==> src/rtl/uart_tx_frame_pkg.sv <==
// Shared UART definitions: FSM state encoding, line levels and parity types.
// Imported by both the TX framer and its parity helper so both ends agree on values.
package uart_pkg;

    typedef enum logic [2:0] {
        IDLE   = 3'd0,
        START  = 3'd1,
        DATA   = 3'd2,
        PARITY = 3'd3,
        STOP   = 3'd4
    } tx_state_e;

    localparam logic START_BIT = 1'b0;
    localparam logic STOP_BIT  = 1'b1;
    localparam logic IDLE_LVL  = 1'b1;

    localparam logic PAR_EVEN  = 1'b0;
    localparam logic PAR_ODD   = 1'b1;

    // Width of an index able to address every data bit of a frame.
    function automatic int cnt_width(input int width);
        return (width > 1) ? $clog2(width) : 1;
    endfunction

endpackage : uart_pkg

==> src/rtl/uart_tx_frame_if.sv <==
// Parallel-side and line-side signals of the UART TX framer.
// The master drives the byte request; the slave (framer) drives the line and Busy.
interface uart_tx_frame_if #(
    parameter int WIDTH = 8
);
    logic [WIDTH-1:0] P_DATA;
    logic             DATA_VALID;
    logic             PAR_EN;
    logic             PAR_TYP;
    logic             TX_OUT;
    logic             Busy;

    modport master (
        output P_DATA,
        output DATA_VALID,
        output PAR_EN,
        output PAR_TYP,
        input  TX_OUT,
        input  Busy
    );

    modport slave (
        input  P_DATA,
        input  DATA_VALID,
        input  PAR_EN,
        input  PAR_TYP,
        output TX_OUT,
        output Busy
    );
endinterface : uart_tx_frame_if

==> src/rtl/uart_parity_calc.sv <==
// Combinational parity over a data word: even type gives ^data, odd type gives ~^data.
// Same equation as the receive-side checker so both ends share one definition.
module uart_parity_calc
    import uart_pkg::*;
#(
    parameter int WIDTH = 8
) (
    input  logic [WIDTH-1:0] data,
    input  logic             par_typ,
    output logic             parity
);

    logic [WIDTH-1:0] xor_chain;

    assign xor_chain[0] = data[0];

    generate
        for (genvar gi = 1; gi < WIDTH; gi++) begin : g_xor
            assign xor_chain[gi] = xor_chain[gi-1] ^ data[gi];
        end
    endgenerate

    assign parity = (par_typ == PAR_ODD) ? ~xor_chain[WIDTH-1] : xor_chain[WIDTH-1];

endmodule : uart_parity_calc

==> src/rtl/uart_tx_frame.sv <==
// UART transmit framer: start bit, WIDTH data bits LSB first, optional parity, stop bit.
// One bit per CLK edge; TX_OUT and Busy are driven straight from flops.
module uart_tx_frame
    import uart_pkg::*;
#(
    parameter int WIDTH = 8
) (
    input  logic            CLK,
    input  logic            RST,
    uart_tx_frame_if.slave  tx_if
);

    localparam int               CNT_W    = cnt_width(WIDTH);
    localparam logic [CNT_W-1:0] LAST_IDX = CNT_W'(WIDTH - 1);

    tx_state_e        state_q,  state_d;
    logic [CNT_W-1:0] cnt_q,    cnt_d;
    logic [WIDTH-1:0] data_q,   data_d;
    logic             par_en_q, par_en_d;
    logic             parity_q, parity_d;
    logic             tx_q,     tx_d;
    logic             busy_q,   busy_d;

    logic             accept;
    logic             parity_calc;
    logic [CNT_W-1:0] next_idx;

    uart_parity_calc #(
        .WIDTH (WIDTH)
    ) u_parity (
        .data    (tx_if.P_DATA),
        .par_typ (tx_if.PAR_TYP),
        .parity  (parity_calc)
    );

    // A new frame may start from idle or directly out of a stop bit.
    assign accept   = tx_if.DATA_VALID && ((state_q == IDLE) || (state_q == STOP));
    assign next_idx = cnt_q + CNT_W'(1);

    always_comb begin
        state_d  = state_q;
        cnt_d    = cnt_q;
        data_d   = data_q;
        par_en_d = par_en_q;
        parity_d = parity_q;
        tx_d     = tx_q;
        busy_d   = busy_q;

        if (accept) begin
            data_d   = tx_if.P_DATA;
            par_en_d = tx_if.PAR_EN;
            parity_d = parity_calc;
        end

        case (state_q)
            IDLE, STOP: begin
                if (accept) begin
                    state_d = START;
                    tx_d    = START_BIT;
                    busy_d  = 1'b1;
                end else begin
                    state_d = IDLE;
                    tx_d    = IDLE_LVL;
                    busy_d  = 1'b0;
                end
            end

            START: begin
                state_d = DATA;
                cnt_d   = '0;
                tx_d    = data_q[0];
                busy_d  = 1'b1;
            end

            // cnt_q always indexes the data bit currently on the line.
            DATA: begin
                busy_d = 1'b1;
                if (cnt_q == LAST_IDX) begin
                    cnt_d = '0;
                    if (par_en_q) begin
                        state_d = PARITY;
                        tx_d    = parity_q;
                    end else begin
                        state_d = STOP;
                        tx_d    = STOP_BIT;
                    end
                end else begin
                    cnt_d = next_idx;
                    tx_d  = data_q[next_idx];
                end
            end

            PARITY: begin
                state_d = STOP;
                tx_d    = STOP_BIT;
                busy_d  = 1'b1;
            end

            default: begin
                state_d = IDLE;
                cnt_d   = '0;
                tx_d    = IDLE_LVL;
                busy_d  = 1'b0;
            end
        endcase
    end

    always_ff @(posedge CLK or negedge RST) begin
        if (!RST) begin
            state_q  <= IDLE;
            cnt_q    <= '0;
            data_q   <= '0;
            par_en_q <= 1'b0;
            parity_q <= 1'b0;
            tx_q     <= IDLE_LVL;
            busy_q   <= 1'b0;
        end else begin
            state_q  <= state_d;
            cnt_q    <= cnt_d;
            data_q   <= data_d;
            par_en_q <= par_en_d;
            parity_q <= parity_d;
            tx_q     <= tx_d;
            busy_q   <= busy_d;
        end
    end

    assign tx_if.TX_OUT = tx_q;
    assign tx_if.Busy   = busy_q;

endmodule : uart_tx_frame

==> src/flat_wrapper.sv <==
// flat-port wrapper written by rule: the top's interface ports become plain ports
module uart_tx_frame_flat import uart_pkg::*;
#(
    parameter int WIDTH = 8
)
  (CLK, RST, tx_if_P_DATA, tx_if_DATA_VALID, tx_if_PAR_EN, tx_if_PAR_TYP, tx_if_TX_OUT, tx_if_Busy);
  uart_tx_frame_if #(.WIDTH(WIDTH)) tx_if_i ();
  input  logic CLK;
  input  logic RST;
  input wire logic [$bits(tx_if_i.P_DATA)-1:0] tx_if_P_DATA;
  input wire logic [$bits(tx_if_i.DATA_VALID)-1:0] tx_if_DATA_VALID;
  input wire logic [$bits(tx_if_i.PAR_EN)-1:0] tx_if_PAR_EN;
  input wire logic [$bits(tx_if_i.PAR_TYP)-1:0] tx_if_PAR_TYP;
  output wire logic [$bits(tx_if_i.TX_OUT)-1:0] tx_if_TX_OUT;
  output wire logic [$bits(tx_if_i.Busy)-1:0] tx_if_Busy;
  assign tx_if_i.P_DATA = tx_if_P_DATA;
  assign tx_if_i.DATA_VALID = tx_if_DATA_VALID;
  assign tx_if_i.PAR_EN = tx_if_PAR_EN;
  assign tx_if_i.PAR_TYP = tx_if_PAR_TYP;
  assign tx_if_TX_OUT = tx_if_i.TX_OUT;
  assign tx_if_Busy = tx_if_i.Busy;
  uart_tx_frame #(.WIDTH(WIDTH)) u_core (.CLK(CLK), .RST(RST), .tx_if(tx_if_i));
endmodule
==> config.mk <==
export PLATFORM = sky130hd
export DESIGN_NAME = uart_tx_frame_flat
export DESIGN_NICKNAME = d
export VERILOG_FILES = /design/src/rtl/uart_tx_frame_pkg.sv /design/src/rtl/uart_tx_frame_if.sv /design/src/rtl/uart_parity_calc.sv /design/src/rtl/uart_tx_frame.sv /design/src/flat_wrapper.sv
export SDC_FILE = /design/constraint.sdc
export NUM_CORES = 1
export LEC_CHECK = 0
export BUFFER_PORTS_ARGS = -buffer_cell sky130_fd_sc_hd__buf_2
export CAP_MARGIN = 20
export CORE_MARGIN = 2
export CORE_UTILIZATION = 34
export CTS_BUF_LIST = sky130_fd_sc_hd__clkbuf_16
export DETAILED_ROUTE_END_ITERATION = 10
export GPL_ROUTABILITY_DRIVEN = 1
export PLACE_DENSITY = 0.51
export SLEW_MARGIN = 0
export SYNTH_ARGS = -nofsm -noshare
export SYNTH_HDL_FRONTEND = slang
export SYNTH_SLANG_ARGS = --single-unit
==> constraint.sdc <==
create_clock -name CLK -period 4.3 [get_ports CLK]
set_clock_uncertainty 0.1 [all_clocks]
set_input_delay 0.86 -clock CLK [delete_from_list [all_inputs] [get_ports CLK]]
set_output_delay 0.86 -clock CLK [all_outputs]
set_load 0.02 [all_outputs]
== Word-level counts from Yosys, hierarchy flattened ==
Index checks and enable logic that the tools add are counted.

* Register bits: 18
* Latch bits: 0
* Bits in writable memories: 0
* ROM bits: 0
* Input bits: 13
* Output and inout port bits: 2
* Word-level logic and storage cells: 44
* Memories: 0

* $add $sub $neg: 1
* Multipliers: 0
* Div/mod/pow operators: 0
* Order comparisons: 1
* Eq/ne operators: 6
* Shift operators: 0
* Mux-type cells: 15
* Bitwise logic cells: 8
* Reductions and logical operators: 6

{| class="wikitable"
|+ Operators by type and width
! operator !! number
|-
| $pmux 3 s4 || 1
|-
| $mux 3 || 3
|-
| $mux 1 || 7
|-
| $xor 1x1->1 || 7
|-
| $eq 3x2->1 const B || 2
|-
| $eq 3x3->1 const B || 2
|-
| $pmux 3 s2 || 1
|-
| $reduce_or 3->1 || 2
|-
| $lt 3x4->1 const B || 1
|-
| $add 3x1->3 const B || 1
|-
| $bmux 1 s3 || 1
|-
| $eq 3x1->1 const B || 1
|-
| $logic_not 3->1 || 1
|-
| $pmux 1 s3 || 1
|-
| $ne 2x1->1 const B || 1
|-
| $pmux 1 s2 || 1
|-
| $reduce_or 2->1 || 1
|-
| $logic_and 1x1->1 || 1
|-
| $logic_or 1x1->1 || 1
|-
| $not 1->1 || 1
|}

== Depth between registers and ports, before layout ==
Gate-level depths: netlist of the first run.

* Word-level depth: 9
* Depth in mapped cells: 6
* Gate-level depth less buffers: 6

== By module ==
Synthesis of the first run repeated with hierarchy kept, for this count alone.

* Cell total of the unflattened synthesis: 79
* Area total of the unflattened synthesis: 923.4 µm²

{| class="wikitable"
|+ By module, submodules not included
! module !! times used !! cells an instance !! area each (µm²) !! seq. area each (µm²)
|-
| uart_tx_frame || 1 || 72 || 840.8 || 451.7
|-
| uart_parity_calc || 1 || 7 || 82.6 || 0.0
|}

== Worst setup path before layout of the first run ==
Ideal clock, no wire load.

* Kind: reg2reg
* Start point: reg u_core.cnt_q[0]
* End point: reg u_core.tx_q, in the netlist u_core.tx_if.TX_OUT
* Library setup time: 0.093 ns
* Arrival: 1.711 ns
* Path slack: 2.396 ns
* Stages on the path, launching flop included: 6
* Path buffers: 0
* Path through: dfrtp_1 ha_1 mux4_2 nor2b_4 a211oi_2 o41ai_2

* Word-level cells in the longest chain between the ends: 5
* Elaborated cells on any way between the ends: 6
* Classes of those cells: 1 x add/sub; 1 x eq/ne; 4 x mux

{| class="wikitable"
|+ Ends and longest elaborated chain
! what !! line !! RTL
|-
| start, declared || uart_tx_frame.sv:17 || <nowiki>logic [CNT_W-1:0] cnt_q, cnt_d;</nowiki>
|-
| start signal, assigned || uart_tx_frame.sv:119 || <nowiki>cnt_q <= cnt_d;</nowiki>
|-
| $add 3x1->3 || uart_tx_frame.sv:38 || <nowiki>assign next_idx = cnt_q + CNT_W'(1);</nowiki>
|-
| $bmux 1 s3 || uart_tx_frame.sv:89 || <nowiki>tx_d = data_q[next_idx];</nowiki>
|-
| $mux 1 (implied by the code) || uart_tx_frame.sv:89 ||
|-
| $mux 1 * || uart_tx_frame.sv:78 || <nowiki>if (cnt_q == LAST_IDX) begin</nowiki>
|-
| $pmux 1 s3 * || uart_tx_frame.sv:55 || <nowiki>case (state_q)</nowiki>
|-
| net u_core.tx_d || uart_tx_frame.sv:21 || <nowiki>logic tx_q, tx_d;</nowiki>
|-
| end signal, assigned || uart_tx_frame.sv:123 || <nowiki>tx_q <= tx_d;</nowiki>
|-
| end, declared || uart_tx_frame.sv:21 ||
|}

Mark *: on every way through the listed nets, which the timed path passes. The rest lies on a longest branch. The select of a mux whose other input is x is not followed.
A chain may end at the register's enable or synchronous reset.

== Final worst setup path of the first run ==
Same ends and word-level chain as after synthesis.

==> results of run 1 <==
==> cell usage after synthesis <==
master,count,area share
dfrtp_1,17,0.47
mux2_2,9,0.11
nand2_1,6,0.025
o21ai_0,6,0.033
a21oi_1,5,0.027
nor2_1,5,0.021
xnor2_1,4,0.038
inv_1,3,0.012
ha_1,2,0.027
mux2i_1,2,0.022
nor3b_1,2,0.016
xor2_1,2,0.019
a211oi_2,1,0.014
buf_1,1,0.0041
buf_2,1,0.0055
dfstp_2,1,0.029
mux4_1,1,0.029
mux4_2,1,0.025
nand2b_1,1,0.0069
nor2_2,1,0.0069
nor2b_4,1,0.015
nor3_1,1,0.0055
o41ai_2,1,0.018
xnor3_1,1,0.025
==> cells in the final DEF (no fill, tap or decap), drive strengths merged, types with 2 or more instances in the layout <==
cell,Yosys,routed
dfrtp,17,17
buf,2,14
mux2,9,9
nand2,6,6
o21ai,6,6
nor2,6,6
a21oi,5,5
xnor2,4,4
inv,3,3
clkbuf,0,3
nor3b,2,2
mux2i,2,2
xor2,2,2
ha,2,2
mux4,2,2
==> per-stage QoR <==
stage,utilization,worst slack [ns],power (uW)
finish,0.433,2.29,806
global route,0.433,2.22,868
CTS,0.433,2.27,816
detailed placement,0.401,2.17,632
global placement,0.401,2.21,625
floorplan,-,2.40,559
==> state kept, by name, indices dropped and copies added (netlist names) <==
register	count
u_core.parity_q	1
u_core.tx_if.Busy	1
u_core.cnt_q	3
u_core.tx_if.TX_OUT	1
u_core.state_q	3
u_core.par_en_q	1
u_core.data_q	8
==> cells by family (layout without fill, tap and decap cells) <==
group,Yosys count,after routing,synth area share
fa+ha+maj,2,2,0.0274
buf+inv,5,21,0.0219
xor+xnor,7,7,0.0822
flops,18,18,0.495
mux,13,13,0.186
simple gates,17,17,0.0959
compound gates,13,13,0.0918
==> area by class of cell <==
cell class              count  area [um^2]  area share
clock buffers               3         75.1      0.0688
clock inverters             1         3.75     0.00344
inverters                   3         11.3      0.0103
multi-input cells          52          442       0.405
flip-flops and latches     18          452       0.414
well taps                  30         37.5      0.0344
repair buffers             14         70.1      0.0642
==> where the power goes <==
part	total, uW	switching [uW]	internal (uW)
Combinational	303	130	173
Clock	184	60.7	123
Sequential	318	65.7	253
==> per-layer routing <==
metal | up-vias | GRT usage
li1 | 295 | -
met1 | 294 | 0.149
met2 | 5 | 0.187
met3 | 2 | 0.0209
met4 | 0 | 0.0612
met5 | - | 0
==> worst max-delay path: stages (launching register included) <==
cell	delay [ns]
dfrtp_1	0.47
ha_1	0.39
mux4_2	0.50
nor2b_4	0.14
a211oi_2	0.22
o41ai_2	0.11
==> worst paths after layout <==
kind                       depth (start not counted)                   to  slack [ns]         startpoint
setup / recovery                                   5  u_core.tx_if.TX_OUT        2.29    u_core.cnt_q[0]
hold / removal                                     1    u_core.state_q[1]        0.37  u_core.state_q[2]
setup reg to reg                                   5  u_core.tx_if.TX_OUT        2.29    u_core.cnt_q[0]
hold reg to reg                                    1    u_core.state_q[1]        0.37  u_core.state_q[2]
max in group asynchronous                          1  u_core.tx_if.TX_OUT        3.34                RST
min in group asynchronous                          1     u_core.data_q[2]        0.43                RST
==> summary.md, run 1 <==
| Metric | Value |
|---|---|
| Status | `complete, no violations` |
| Seq/Total Area, Yosys | `0.495` |
| Setup CP Type | `register to register` |
| Antenna-violating nets left | `0` |
| Cell Count Post-Placement | `approximately 120` |
| Worst hold slack | `0.370 ns` |
| Wire length on met2 | `between 700 and 800 um` |
| CTS tree | `done` |
| Die W | `roughly 56 um` |
| Final WL | `1540 um` |
| Worst min path class | `register to register` |
| Initial Util | `0.362` |
| DRT met1 WL | `711 um` |
| Fin crit share | `0.468` |
| Critical path fanouts, max | `6` |
| Worst Max-Slew Pin Slew | `0.485 ns` |
| HPWL Detailed | `1190 um` |
| VDD IR max | `between 0.3 and 0.4 mV` |
| Share of cells above drive strength 1 | `0.352` |
| Slew HR | `0.676` |
| Number of global-route vias before repair | `624` |
| Max Used Layer | `met4` |
| Largest net degree at the start of global routing | `19` |
| Post-CTS setup buffers | `0` |
| Leakage dissipation | `0.000493 uW` |
| Diodes inserted | `0` |
| FP Rows | `18` |
| Setup_tns | `0 ns` |
| Avg WL per Cell | `approximately 13 um` |
| Clk root buf | `clkbuf_16` |
| Post-synthesis cell area | `913 um^2` |
| Layout fillers | `246` |
| Fin cells | `121` |
| Gp weighted congestion | `0.726` |
| Yosys reg bits | `18` |
| P&R area growth vs syn | `19.5%` |
| Distinct cells, synth | `24` |
| Drt first pass iters | `4` |
| Design Area, Final | `1090 um^2` |
| Clock transition at the registers of the reported paths | `0.05 ns` |
| Fin. Hold Viols | `0` |
| Cell Pwr Density | `738 nW/um^2` |
| Post_cts resized | `0` |
| Via count | `596` |
| Core footprint | `2520 um^2` |
| Clock Tree Buf Depth | `2` |
| WL met3 | `~24 um` |
| CTS Sinks | `18` |
| RSZ-0062 raised after global routing | `no` |
| Crit. End Element | `register` |
| Final net count | `107` |
| Clock Latency Late Sink | `0.24 ns` |
| Final Setup Violations | `0` |
| Synth Warn # | `0` |
| # H-tree levels | `1` |
| Num ports | `15` |
| Max Freq | `497 MHz` |
| Max-slew violation count | `0` |
| CP arrival | `2.07 ns` |
| Syn avg cell area | `12.2 um^2` |
| Die Y | `55.8 um` |
| Die area | `slightly above 3000 um^2` |
| Hold buffers post-CTS | `0` |
| Inserted Clock Buffers | `3` |
| Startpoint Class | `register` |
| Grt total ovfl | `0` |
| Initial antenna violation count | `0` |
| Cells after Synth | `75` |
| DR vias/cell | `4.93` |
| Syn nets | `90` |
| Required time of the critical path | `4.36 ns` |
| Final Critical Period | `2.01 ns` |
| Max_cap viols | `0` |
| Tot GR Track Use | `0.116` |
| Area post-placement | `1010 um^2` |
| Drt drc | `0` |
| Count of input and output buffers | `14` |
| Global-route wire length before repair | `2820 um` |
| Detailed Route Iter0 Violations | `4` |
Note: power is estimated with default switching activity, not from simulation.
==> run 2, diff against run 1 <==
--- a/config.mk
+++ b/config.mk
@@ -12,7 +12,7 @@
 export CTS_BUF_LIST = sky130_fd_sc_hd__clkbuf_16
 export DETAILED_ROUTE_END_ITERATION = 10
 export GPL_ROUTABILITY_DRIVEN = 1
-export PLACE_DENSITY = 0.51
+export PLACE_DENSITY = 0.53
 export SLEW_MARGIN = 0
 export SYNTH_ARGS = -nofsm -noshare
 export SYNTH_HDL_FRONTEND = slang
==> constraint.sdc (replaced) <==
create_clock -name CLK -period 1.6 [get_ports CLK]
set_clock_uncertainty 0.1 [all_clocks]
set_input_delay 0.32 -clock CLK [delete_from_list [all_inputs] [get_ports CLK]]
set_output_delay 0.32 -clock CLK [all_outputs]
set_load 0.02 [all_outputs]
==> run 2 against run 1 <==
Effect of this change:
- the run now ends with setup timing left
- sequential cell count did not move
- critical path type unchanged
- fmax grew 15%
- global-route usage rose by 1.0 points
==> summary.md, run 2 (synthesis results as in run 1) <==
| Metric | Value |
|---|---|
| Final WL | `1690 um (+10%)` |
| P&R area growth vs syn | `30.1%` |
| Die W | `55.8 um (unchanged)` |
| Drt drc | `0 (unchanged)` |
| Required time of the critical path | `1.67 ns (-2.69 ns)` |
| Core footprint | `2520 um^2 (unchanged)` |
| # H-tree levels | `1 (unchanged)` |
| Combinational share of power | `0.445 (+0.069)` |
| Max_cap viols | `0 (unchanged)` |
| Diodes inserted | `0 (unchanged)` |
| Max Freq | `570 MHz (+15%)` |
| Gp weighted congestion | `0.746 (+2.8%)` |
| Final net count | `115 (+7.5%)` |
| RSZ-0062 raised after global routing | `yes` |
| Clock Tree Buf Depth | `2 (unchanged)` |
| Seq pwr share | `0.344 (-0.051)` |
| VDD IR max | `1.01 mV (+210%)` |
| Fin. Hold Viols | `0 (unchanged)` |
| Final WS setup | `-0.154 ns (-2.44 ns)` |
| Clock transition at the registers of the reported paths | `0.05 ns (about the same)` |
| Final Critical Period | `1.75 ns (-0.257 ns)` |
| Fin crit share | `1.10 (+0.629)` |
| Number of global-route vias before repair | `655 (+5.0%)` |
| Final Setup Violations | `1 (+1)` |
| Sequential cell area | `453 um^2 (+0.28%)` |
| Slowest cell on the critical path | `mux4_2` |
| Most frequent cells in the layout | `dfrtp_1 (16), buf_2 (14), mux2_2 (9)` |
| Internal power | `1630 uW (+200%)` |
| Setup_tns | `-0.154 ns (-0.154 ns)` |
| Initial Util | `0.362 (unchanged)` |
| Via count | `630 (+5.7%)` |
| Global-route wire length before repair | `2990 um (+6.1%)` |
| Largest net degree at the start of global routing | `19 (unchanged)` |
| Status | `finished, violations left` |
| Cell Count Post-Placement | `124 (+6.0%)` |
| Post-CTS setup buffers | `0 (unchanged)` |
| Largest Register | `u_core.data_q` |
| Commonest non-fill, non-tap cell in the layout | `dfrtp_1` |
| Layout fillers | `257 (+4.5%)` |
| Slew HR | `0.730 (+0.0545)` |
| Tot GR Track Use | `0.127 (+0.0103)` |
| Share of cells above drive strength 1 | `0.434 (+0.0827)` |
| Failing checks | `setup timing` |
| Die Y | `55.8 um (unchanged)` |
| Num ports | `15 (unchanged)` |
| Startpoint Class | `register` |
| Setup CP Type | `register to register` |
| Crit-path leading delay family | `multiplexers` |
| Cell Pwr Density | `2000 nW/um^2 (+170%)` |
| CTS Sinks | `18 (unchanged)` |
| Psw | `752 uW (+190%)` |
| Critical path fanouts, max | `3 (-3)` |
| Worst-path cell chain | `ha_4 > mux4_2 > nor2b_4 > a211oi_2 > o41ai_2` |
| WP buf/inv | `0 (unchanged)` |
| Area of the multi-input gates | `463 um^2 (+4.8%)` |
| Avg WL per Cell | `13.1 um (+3.3%)` |
| Antenna-violating nets left | `0 (unchanged)` |
| CP arrival | `1.82 ns (-0.25 ns)` |
| Drt first pass iters | `4 (unchanged)` |
| Final Util | `0.471 (+0.0387)` |
| Die area | `3120 um^2 (unchanged)` |
| Fin cells | `129 (+6.6%)` |
| Max reg flops | `8 (unchanged)` |
| Crit. End Element | `register` |
| Switching share of power | `0.316 (-0.00247)` |
| Largest registers | `u_core.data_q x8, u_core.cnt_q x3, u_core.state_q x3` |
| Clock Latency Late Sink | `0.25 ns (about the same)` |
| Worst Max-Slew Pin Slew | `0.405 ns (-0.0806 ns)` |
| Clk root buf | `clkbuf_16` |
| Slowest stage delay, CP | `0.49 ns (about the same)` |
| Inserted Clock Buffers | `3 (unchanged)` |
| Worst min path class | `input port to register` |
| Initial antenna violation count | `0 (unchanged)` |
| Count of input and output buffers | `14 (unchanged)` |
| FP Rows | `18 (unchanged)` |
| Leakage dissipation | `0.000530 uW (+7.4%)` |
| DR vias/cell | `4.88 (-0.85%)` |
| Detailed Route Iter0 Violations | `4 (unchanged)` |
| Clock share of power | `0.211 (-0.018)` |
| Max-slew violation count | `0 (unchanged)` |
| Grt total ovfl | `0 (unchanged)` |
| CTS tree | `done` |
[run 2: changes by cell type in the layout (fill, tap and decap cells not counted)]
cell | before | now
buf_4 | 0 | 6
ha_1 | 2 | 0
ha_4 | 0 | 2
mux4_2 | 1 | 2
mux4_1 | 1 | 0
dfrtp_1 | 17 | 16
buf_12 | 0 | 1
dfrtp_2 | 0 | 1
dlygate4sd3_1 | 0 | 1
[run 2: area by class of cell]
| class | count | area share |
|---|---|---|
| clock buffers | 3 | 0.0632 |
| clock inverters | 1 | 0.00316 |
| inverters | 3 | 0.00947 |
| multi-input cells | 52 | 0.389 |
| flip-flops and latches | 18 | 0.381 |
| well taps | 30 | 0.0316 |
| repair buffers | 22 | 0.122 |
[run 2: power groups by stage]
| stage | Combinational [uW] | Sequential, uW | Clock [uW] |
|---|---|---|---|
| floorplan | 693 | 842 | 0 |
| global placement | 1020 | 816 | 0 |
| detailed placement | 1040 | 824 | 0 |
| CTS | 1080 | 822 | 512 |
| global route | 1150 | 847 | 538 |
| finish | 1060 | 818 | 503 |
[run 2: layer usage]
metal,global-route usage,vias to the layer above,share of wire
met5,0,-,0
met4,0.0510,0,0.016
met3,0.0488,4,0.048
met2,0.182,13,0.47
met1,0.171,300,0.47
li1,-,313,-
[run 2: worst register-to-register path, stage by stage (launching register included)]
cell	delay, ns
dfrtp_2	0.42
ha_4	0.29
mux4_2	0.49
nor2b_4	0.14
a211oi_2	0.16
o41ai_2	0.08
[run 2: repair_timing]
item,in CTS,in global routing
hold endpoints to repair,17,0
endpoints found under the setup margin,1,1
hold buffers,1,0
resized for setup,1,0
[run 2: through the flow]
| stage | area (um^2) | hold WS [ns] | total power (uW) | worst slack [ns] |
|---|---|---|---|---|
| 4_1_cts | 1190 | 0.212 | 2410 | -0.166 |
| 3_5_place_dp | 1090 | 0.177 | 1870 | -0.170 |
| 2_1_floorplan | 923 | -0.0756 | 1540 | -0.166 |
| 3_3_place_gp | 1090 | 0.182 | 1840 | -0.135 |
| 6_report | 1190 | 0.213 | 2380 | -0.154 |
| 5_1_grt | 1190 | 0.216 | 2540 | -0.190 |
[run 2: final timing paths]
kind                              startpoint             endpoint  slack, ns  depth (start not counted)
max                          u_core.cnt_q[0]  u_core.tx_if.TX_OUT      -0.15                          5
min                             tx_if_PAR_EN      u_core.par_en_q       0.21                          2
max reg2reg                  u_core.cnt_q[0]  u_core.tx_if.TX_OUT      -0.15                          5
min reg2reg                u_core.state_q[2]    u_core.state_q[1]       0.38                          1
max in group asynchronous                RST  u_core.tx_if.TX_OUT       0.65                          2
min in group asynchronous                RST    u_core.state_q[2]       0.43                          2
